[src/rtl/cs_resolve_adder_64.sv]
// Carry-save resolver: one 3:2 layer followed by a segment-pipelined carry-propagate adder.
// All stages advance together under a single valid/ready enable.
module cs_resolve_adder_64 #(
  parameter int unsigned WIDTH = 64,
  parameter int unsigned SEG   = 16
) (
  input  logic             clk_i,
  input  logic             rst_ni,
  input  logic             valid_i,
  output logic             ready_o,
  input  logic [WIDTH-1:0] vec_a_i,
  input  logic [WIDTH-1:0] vec_b_i,
  input  logic [WIDTH-1:0] vec_c_i,
  output logic             valid_o,
  input  logic             ready_i,
  output logic [WIDTH-1:0] sum_o,
  output logic             busy_o
);

  localparam int unsigned NSEG = WIDTH / SEG;

  logic adv;
  logic in_xfer;

  // v_q[0] is the 3:2 stage, v_q[k] is segment stage k; v_q[NSEG] is valid_o.
  logic [NSEG:0] v_q, v_d;

  // s_q/c_q/cy_q[j]: operands and incoming carry held by stage j (j = 0..NSEG-1).
  logic [WIDTH-1:0] s_q [NSEG];
  logic [WIDTH-1:0] s_d [NSEG];
  logic [WIDTH-1:0] c_q [NSEG];
  logic [WIDTH-1:0] c_d [NSEG];
  logic [NSEG-1:0]  cy_q, cy_d;

  // r_q[j]: resolved low segments held by stage j+1; r_q[NSEG-1] drives sum_o.
  logic [WIDTH-1:0] r_q [NSEG];
  logic [WIDTH-1:0] r_d [NSEG];

  logic [SEG:0] seg_sum [NSEG];
  logic         unused_top_carry;

  assign adv     = ~v_q[NSEG] | ready_i;
  assign ready_o = adv;
  assign in_xfer = valid_i & adv;

  always_comb begin
    for (int unsigned j = 0; j < NSEG; j++) begin
      seg_sum[j] = {1'b0, s_q[j][j*SEG +: SEG]} + {1'b0, c_q[j][j*SEG +: SEG]}
                 + {{SEG{1'b0}}, cy_q[j]};
    end
  end

  assign unused_top_carry = seg_sum[NSEG-1][SEG];

  always_comb begin
    v_d  = v_q;
    s_d  = s_q;
    c_d  = c_q;
    cy_d = cy_q;
    r_d  = r_q;
    if (adv) begin
      v_d = {v_q[NSEG-1:0], in_xfer};
      if (in_xfer) begin
        s_d[0] = vec_a_i ^ vec_b_i ^ vec_c_i;
        c_d[0] = ((vec_a_i & vec_b_i) | (vec_a_i & vec_c_i) | (vec_b_i & vec_c_i)) << 1;
      end
      cy_d[0] = 1'b0;
      r_d[0]  = '0;
      r_d[0][SEG-1:0] = seg_sum[0][SEG-1:0];
      for (int unsigned j = 1; j < NSEG; j++) begin
        s_d[j]  = s_q[j-1];
        c_d[j]  = c_q[j-1];
        cy_d[j] = seg_sum[j-1][SEG];
        r_d[j]  = r_q[j-1];
        r_d[j][j*SEG +: SEG] = seg_sum[j][SEG-1:0];
      end
    end
  end

  always_ff @(posedge clk_i) begin
    if (!rst_ni) begin
      v_q  <= '0;
      cy_q <= '0;
      for (int unsigned j = 0; j < NSEG; j++) begin
        s_q[j] <= '0;
        c_q[j] <= '0;
        r_q[j] <= '0;
      end
    end else begin
      v_q  <= v_d;
      cy_q <= cy_d;
      for (int unsigned j = 0; j < NSEG; j++) begin
        s_q[j] <= s_d[j];
        c_q[j] <= c_d[j];
        r_q[j] <= r_d[j];
      end
    end
  end

  assign valid_o = v_q[NSEG];
  assign sum_o   = r_q[NSEG-1];
  assign busy_o  = |v_q;

endmodule

[config.mk]
export PLATFORM = sky130hd
export DESIGN_NAME = cs_resolve_adder_64
export DESIGN_NICKNAME = d
export VERILOG_FILES = /design/src/rtl/cs_resolve_adder_64.sv
export SDC_FILE = /design/constraint.sdc
export NUM_CORES = 1
export LEC_CHECK = 0
export CAP_MARGIN = 15
export CORE_MARGIN = 2
export CORE_UTILIZATION = 45
export CTS_BUF_LIST = sky130_fd_sc_hd__clkbuf_16
export DETAILED_ROUTE_END_ITERATION = 16
export PLACE_DENSITY = 0.67
export SLEW_MARGIN = 20
export SYNTH_ARGS = -nofsm -noshare
export SYNTH_HDL_FRONTEND = slang
export SYNTH_SLANG_ARGS = --single-unit
[constraint.sdc]
create_clock -name clk_i -period 2.6 [get_ports clk_i]
set_input_delay 0.65 -clock clk_i [delete_from_list [all_inputs] [get_ports clk_i]]
set_output_delay 0.65 -clock clk_i [all_outputs]
set_load 0.01 [all_outputs]
Word level (Yosys, flattened, before mapping)
Cells that the tools add are included.

word-level totals
  bits of input ports = 196
  flip-flop bits (word level) = 676
  memory bits (read-only) = 0
  RAM bits = 0
  logic and storage cells = 33
  memories kept = 0
  latch bits = 0

operators by class
  add/subtract/negate cells = 7
  $lt $le $gt $ge = 0
  bitwise gates (word level) = 10
  reductions and logical operators = 2
  equality and inequality tests = 0
  multiplexer cells = 0
  $mul = 0
  div/mod/pow operators = 0
  shift-type cells = 0

operators by type and width
  kind               count
  $and A63 B63 Y63   3
  $xor A64 B64 Y64   2
  $or A63 B63 Y63    2
  $add A16 B16 Y17   3
  $add A17 B1 Y17    2
  $add A16 B1 Y16    1
  $add A16 B16 Y16   1
  $reduce_or A5 Y1   1
  $reduce_and A2 Y1  1
  $and A1 B1 Y1      1
  $not A1 Y1         1
  $or A1 B1 Y1       1

Depth between registers and ports, before layout
  depth in word-level cells = 4
  depth in mapped cells = 9

Worst setup path after synthesis
Ideal clock, no wire load.

  kind = reg-to-reg
  start point = reg s_q[144] (netlist bit)
  end point = reg cy_q[2]
  setup time = 0.133 ns
  stages on the path, launching flop included = 9
  data arrival time = 2.286 ns
  setup slack = 0.181 ns
  path through = dfxtp_1 fa_1 fa_1 a211oi_2 o21ai_1 a31oi_1 a21oi_1 a2111oi_0 nor4_1

between the ends
  word-level cells in the longest chain between the ends = 2

ends and longest elaborated chain
  item                             line  RTL
  start, declared                  29    logic [WIDTH-1:0] s_q [NSEG];
  start signal, assigned by index  93    s_q[j] <= s_d[j];
  $add A16 B16 Y17                 48    seg_sum[j] = {1'b0, s_q[j][j*SEG +: SEG]} + {1'b0, c_q[j][j*SEG +: SEG]}
  $add A17 B1 Y17                  49    + {{SEG{1'b0}}, cy_q[j]};
  end signal, assigned             91    cy_q <= cy_d;
  end, declared                    33    logic [NSEG-1:0] cy_q, cy_d;

Every way passes these cells.
A chain may end at the register's enable or synchronous reset.

Final worst setup path
  start point = in ready_i
  end point = out ready_o

between the ends
  word-level cells in the longest chain between the ends = 1

ends and longest elaborated chain
  item             line  RTL
  start, declared  15    input logic ready_i,
  $or A1 B1 Y1     42    assign adv = ~v_q[NSEG] | ready_i;
  end, declared    10    output logic ready_o,

Every way passes these cells.

==> flow_summary_export.csv <==
group,metric,value,unit
route,wl_met1,22.0,mm
floorplanning,die_width,222,um
route,post_drt_wl_per_cell,14.4,um
route,num_vias,17700,
floorplanning,die_h,222,um
min_path,hold_path_end,"r_q[82]",
floorplanning,core_area,0.0468,mm^2
clock_tree,cts_num_sinks,487,
logic_synthesis,synth_edf_count,0,
clock_tree,htreeDepth,2,
route,drt_first_pass_iters,6,
worst_setup_path,reg2reg_depth,8,
worst_setup_path,required,1.95,ns
pwr,pwr-share-seq,49.3,%
pwr,power-per-cell-area,634,mW/mm^2
route,vias_per_cell,5.25,
clock_tree,clockBufferDepth,3,
sta,setup_viol,0,
route,top_layer_used,"met4",
worst_setup_path,crit_type,"primary input to primary output",
global_route,antenna_found_initial,1,
worst_setup_path,worst-path-buf-inv,3,
worst_setup_path,cpPeakStageDelay,0.49,ns
worst_setup_path,crit_family,"buffers and inverters",
worst_setup_path,r2r-end,"cy_q[2]",
global_route,grt_overflow_total,0,
worst_setup_path,crit_path_frequent_cell,"clkdlybuf4s50_1",
placed_design,place_congestion,0.873,
finish,nNetsFinal,3058,
min_path,worstHoldPathCells,2,
finish,layout.cells.non_filler,3376,
worst_setup_path,crit_chain,"clkdlybuf4s50_1 > nor2b_4 > inv_8 > clkdlybuf4s50_1",
finish,antenna_cells,0,
finish,multi_input_area,0.0104,mm^2
pwr,ir_drop,0.000433,V
logic_synthesis,ys_seq_area_share,45.6,%
floorplanning,placementRows,79,
worst_setup_path,cp-start-kind,"primary input",
global_route,grt_max_degree,120,
sta,hold_ws,0.450,ns
placed_design,io_buffers,262,
floorplanning,dieArea,0.0493,mm^2
outcome,outcome,"finished, final reports clean",
route,drtIter0Drc,1143,
clock_tree,clock_latency,0.59,ns
sta,hold_viol_final,0,
logic_synthesis,netlist_area,0.0214,mm^2
floorplanning,initial_utilization,45.7,%
worst_setup_path,timing.rr.start,"s_q[144]",
sta,period_needed,2.55,ns
worst_setup_path,arrival,1.90,ns
pwr,p_int,0.0124,W
finish,regArea,0.00975,mm^2
finish,design_area,0.0256,mm^2
route,drc_errors,0,
placed_design,place_inst,3286,
global_route,first_global_vias,16900,
logic_synthesis,yosysWarnings,0,
placed_design,dp_hpwl,33.6,mm
route,met3WireLength,2.10,mm
route,final_antenna_net_count,0,
logic_synthesis,syn_area_per_cell,8.18,um^2
worst_setup_path,end_kind,"primary output",
sta,setup_tns,0,ns
placed_design,placed_cell_area,0.0240,mm^2
finish,n_fill_cell,4392,
worst_setup_path,crit_slowest_cell,"clkdlybuf4s50_1",
logic_synthesis,synthesis.nets,2939,
logic_synthesis,yosys_register_bits,487,
pwr,p_switching,0.00387,W
logic_synthesis,synthCells,2614,
worst_setup_path,reg2reg_setup_slack,0.06,ns
clock_tree,clk_pin_slew,0.06,ns
sta,fin_crit_sh,97.9,%
logic_synthesis,synthDistinctLibCells,63,
logic_synthesis,synthArstFlopShare,0,%
finish,syn2layout_area_growth,19.7,%
route,wl,48.5,mm
sta,report.final.slew_viol_count,0,
worst_setup_path,path_max_fanout,3,
pwr,pwr-share-clk,41.3,%
min_path,hold_start,"r_q[146]",
min_path,min_path_type,"flip-flop to flip-flop",
clock_tree,root_buffer,"clkbuf_16",
global_route,grt_pass1_wl,80.2,mm
clock_tree,tritoncts,"done",
sta,relSlewSlack,39.5,%
pwr,power_frac_comb,9.4,%
floorplanning,ios,263,
clock_tree,ctsHoldBuffers,0,
logic_synthesis,yosys_most_used_dff,"dfxtp_1",
finish,drive_gt1_share,5.02,%
sta,max_freq,0.393,GHz
job,max-cap-violations,0,
pwr,netSwitchingFraction,23.9,%
sta,clock_skew,0.0188,ns
sta,worst_pin_slew,0.908,ns
pwr,p_leak,9.53,nW
clock_tree,numCtsBuffers,51,
global_route,groute.usage.overall,19.3,%
route,route.met2.wl,23.2,mm
pwr,p_total,0.0162,W
[cell type report]
class / count / share of cell area, %
Sequential cell: 487 / 38.1
Multi-Input combinational cell: 1878 / 40.6
Clock buffer: 52 / 5.08
Tap cell: 607 / 2.97
Timing Repair Buffer: 301 / 12.1
Clock inverter: 37 / 0.895
Inverter: 14 / 0.264
[worst max path at each step]
stage               startpoint  endpoint  slack [ns]  depth (start not counted)
finish                 ready_i   ready_o        0.05                          4
global route          s_q[144]   cy_q[2]       -0.02                          8
CTS                    s_q[96]  r_q[110]        0.02                          8
detailed placement    s_q[144]   cy_q[2]       0.001                          8
global placement      s_q[144]   cy_q[2]       -0.02                          8
floorplan             s_q[144]   cy_q[2]        0.18                          8
[state kept, by name, indices dropped and copies added (netlist names)]
| register | count |
|---|---|
| v_q | 5 |
| r_q | 93 |
| sum_o | 64 |
| s_q | 163 |
| cy_q | 3 |
| c_q | 159 |
[repair_timing]
item,CTS,global route
buffers inserted,1,0
endpoints found under the setup margin,1,6
hold endpoints to repair,0,0
resized for setup,1,10
pin swaps,3,4
[worst min-delay path: cells and delay by family, from the launching register on]
kind	cells	cell delay (ns)
simple gates	1	0.05
flops	1	0.31
compound gates	1	0.05
[synth_stat cells (all sizes together) (2+ instances only)]
library cell	n	area (um^2)
mux2i	5	50.1
a31oi	11	75.1
nand4	14	87.6
nand4b	4	35.0
fa	70	1400
nor2b	3	26.3
nor2	60	225
o21bai	5	37.5
a21oi	474	2380
and3	6	37.5
ha	59	738
or2	6	40.0
xnor2	20	175
a2111oi	2	18.8
nor4b	4	41.3
nor3b	2	15.0
o21a	11	82.6
o21ai	46	241
a311o	8	80.1
o31ai	4	30.0
a221oi	2	17.5
and2	4	25.0
xor2	2	17.5
a31o	5	43.8
clkbuf	92	345
a211oi	26	225
nand2	896	3360
inv	14	52.6
buf	143	895
dfxtp	487	9750
o221ai	2	17.5
o211ai	17	128
or3	15	93.8
a221o	2	20.0
nand3	41	205
a211o	2	17.5
a21o	24	180
nor3	14	70.1
nor4	2	12.5
[metal layers]
layer | track usage [%] | vias up
li1 | - | 8900
met1 | 24.9 | 8394
met2 | 33.0 | 367
met3 | 2.65 | 72
met4 | 6.65 | 0
met5 | 0 | -
[layout by cell type (no fill, tap or decap), drive strengths merged, types with 15 or more instances in the layout]
master and count:
or3 15, a211oi 26, a21o 24, buf 40, a21oi 474, nand3 41
clkinv 16, dfxtp 487, nor2 60, nand2 896, clkbuf 52, xnor2 20
o211ai 17, ha 59, inv 31, o21ai 46, clkdlybuf4s50 261, fa 70
[power by group through the flow]
| stage | clock network [W] | registers [W] | logic [W] |
|---|---|---|---|
| after global routing | 0.00715 | 0.00804 | 0.00173 |
| after floorplan | 0 | 0.00811 | 0.000919 |
| after detailed placement | 0 | 0.00817 | 0.00153 |
| final | 0.00669 | 0.00801 | 0.00153 |
| after global placement | 0 | 0.00816 | 0.00151 |
| after CTS | 0.00686 | 0.00801 | 0.00154 |
[stage by stage]
stage	setup slack (ns)	util [%]
after detailed placement	0.00137	51.4
after CTS	0.0203	54.6
after global routing	-0.0198	54.7
after global placement	-0.0178	51.4
final	0.0539	54.7
after floorplan	0.181	-
[cells by family (layout without fill, tap and decap cells)]
group / after synthesis / in the layout / synth area share, %
AND/OR/NAND/NOR: 1074 / 1074 / 20.1
multiplexers: 5 / 5 / 0.234
adder cells (fa/ha/maj): 129 / 129 / 10.0
flip-flops: 487 / 487 / 45.6
XOR/XNOR: 22 / 22 / 0.901
AO/OA/AOI/OAI: 648 / 648 / 17.1
buffers and inverters: 249 / 404 / 6.05
(Power assumes the default switching activity.)
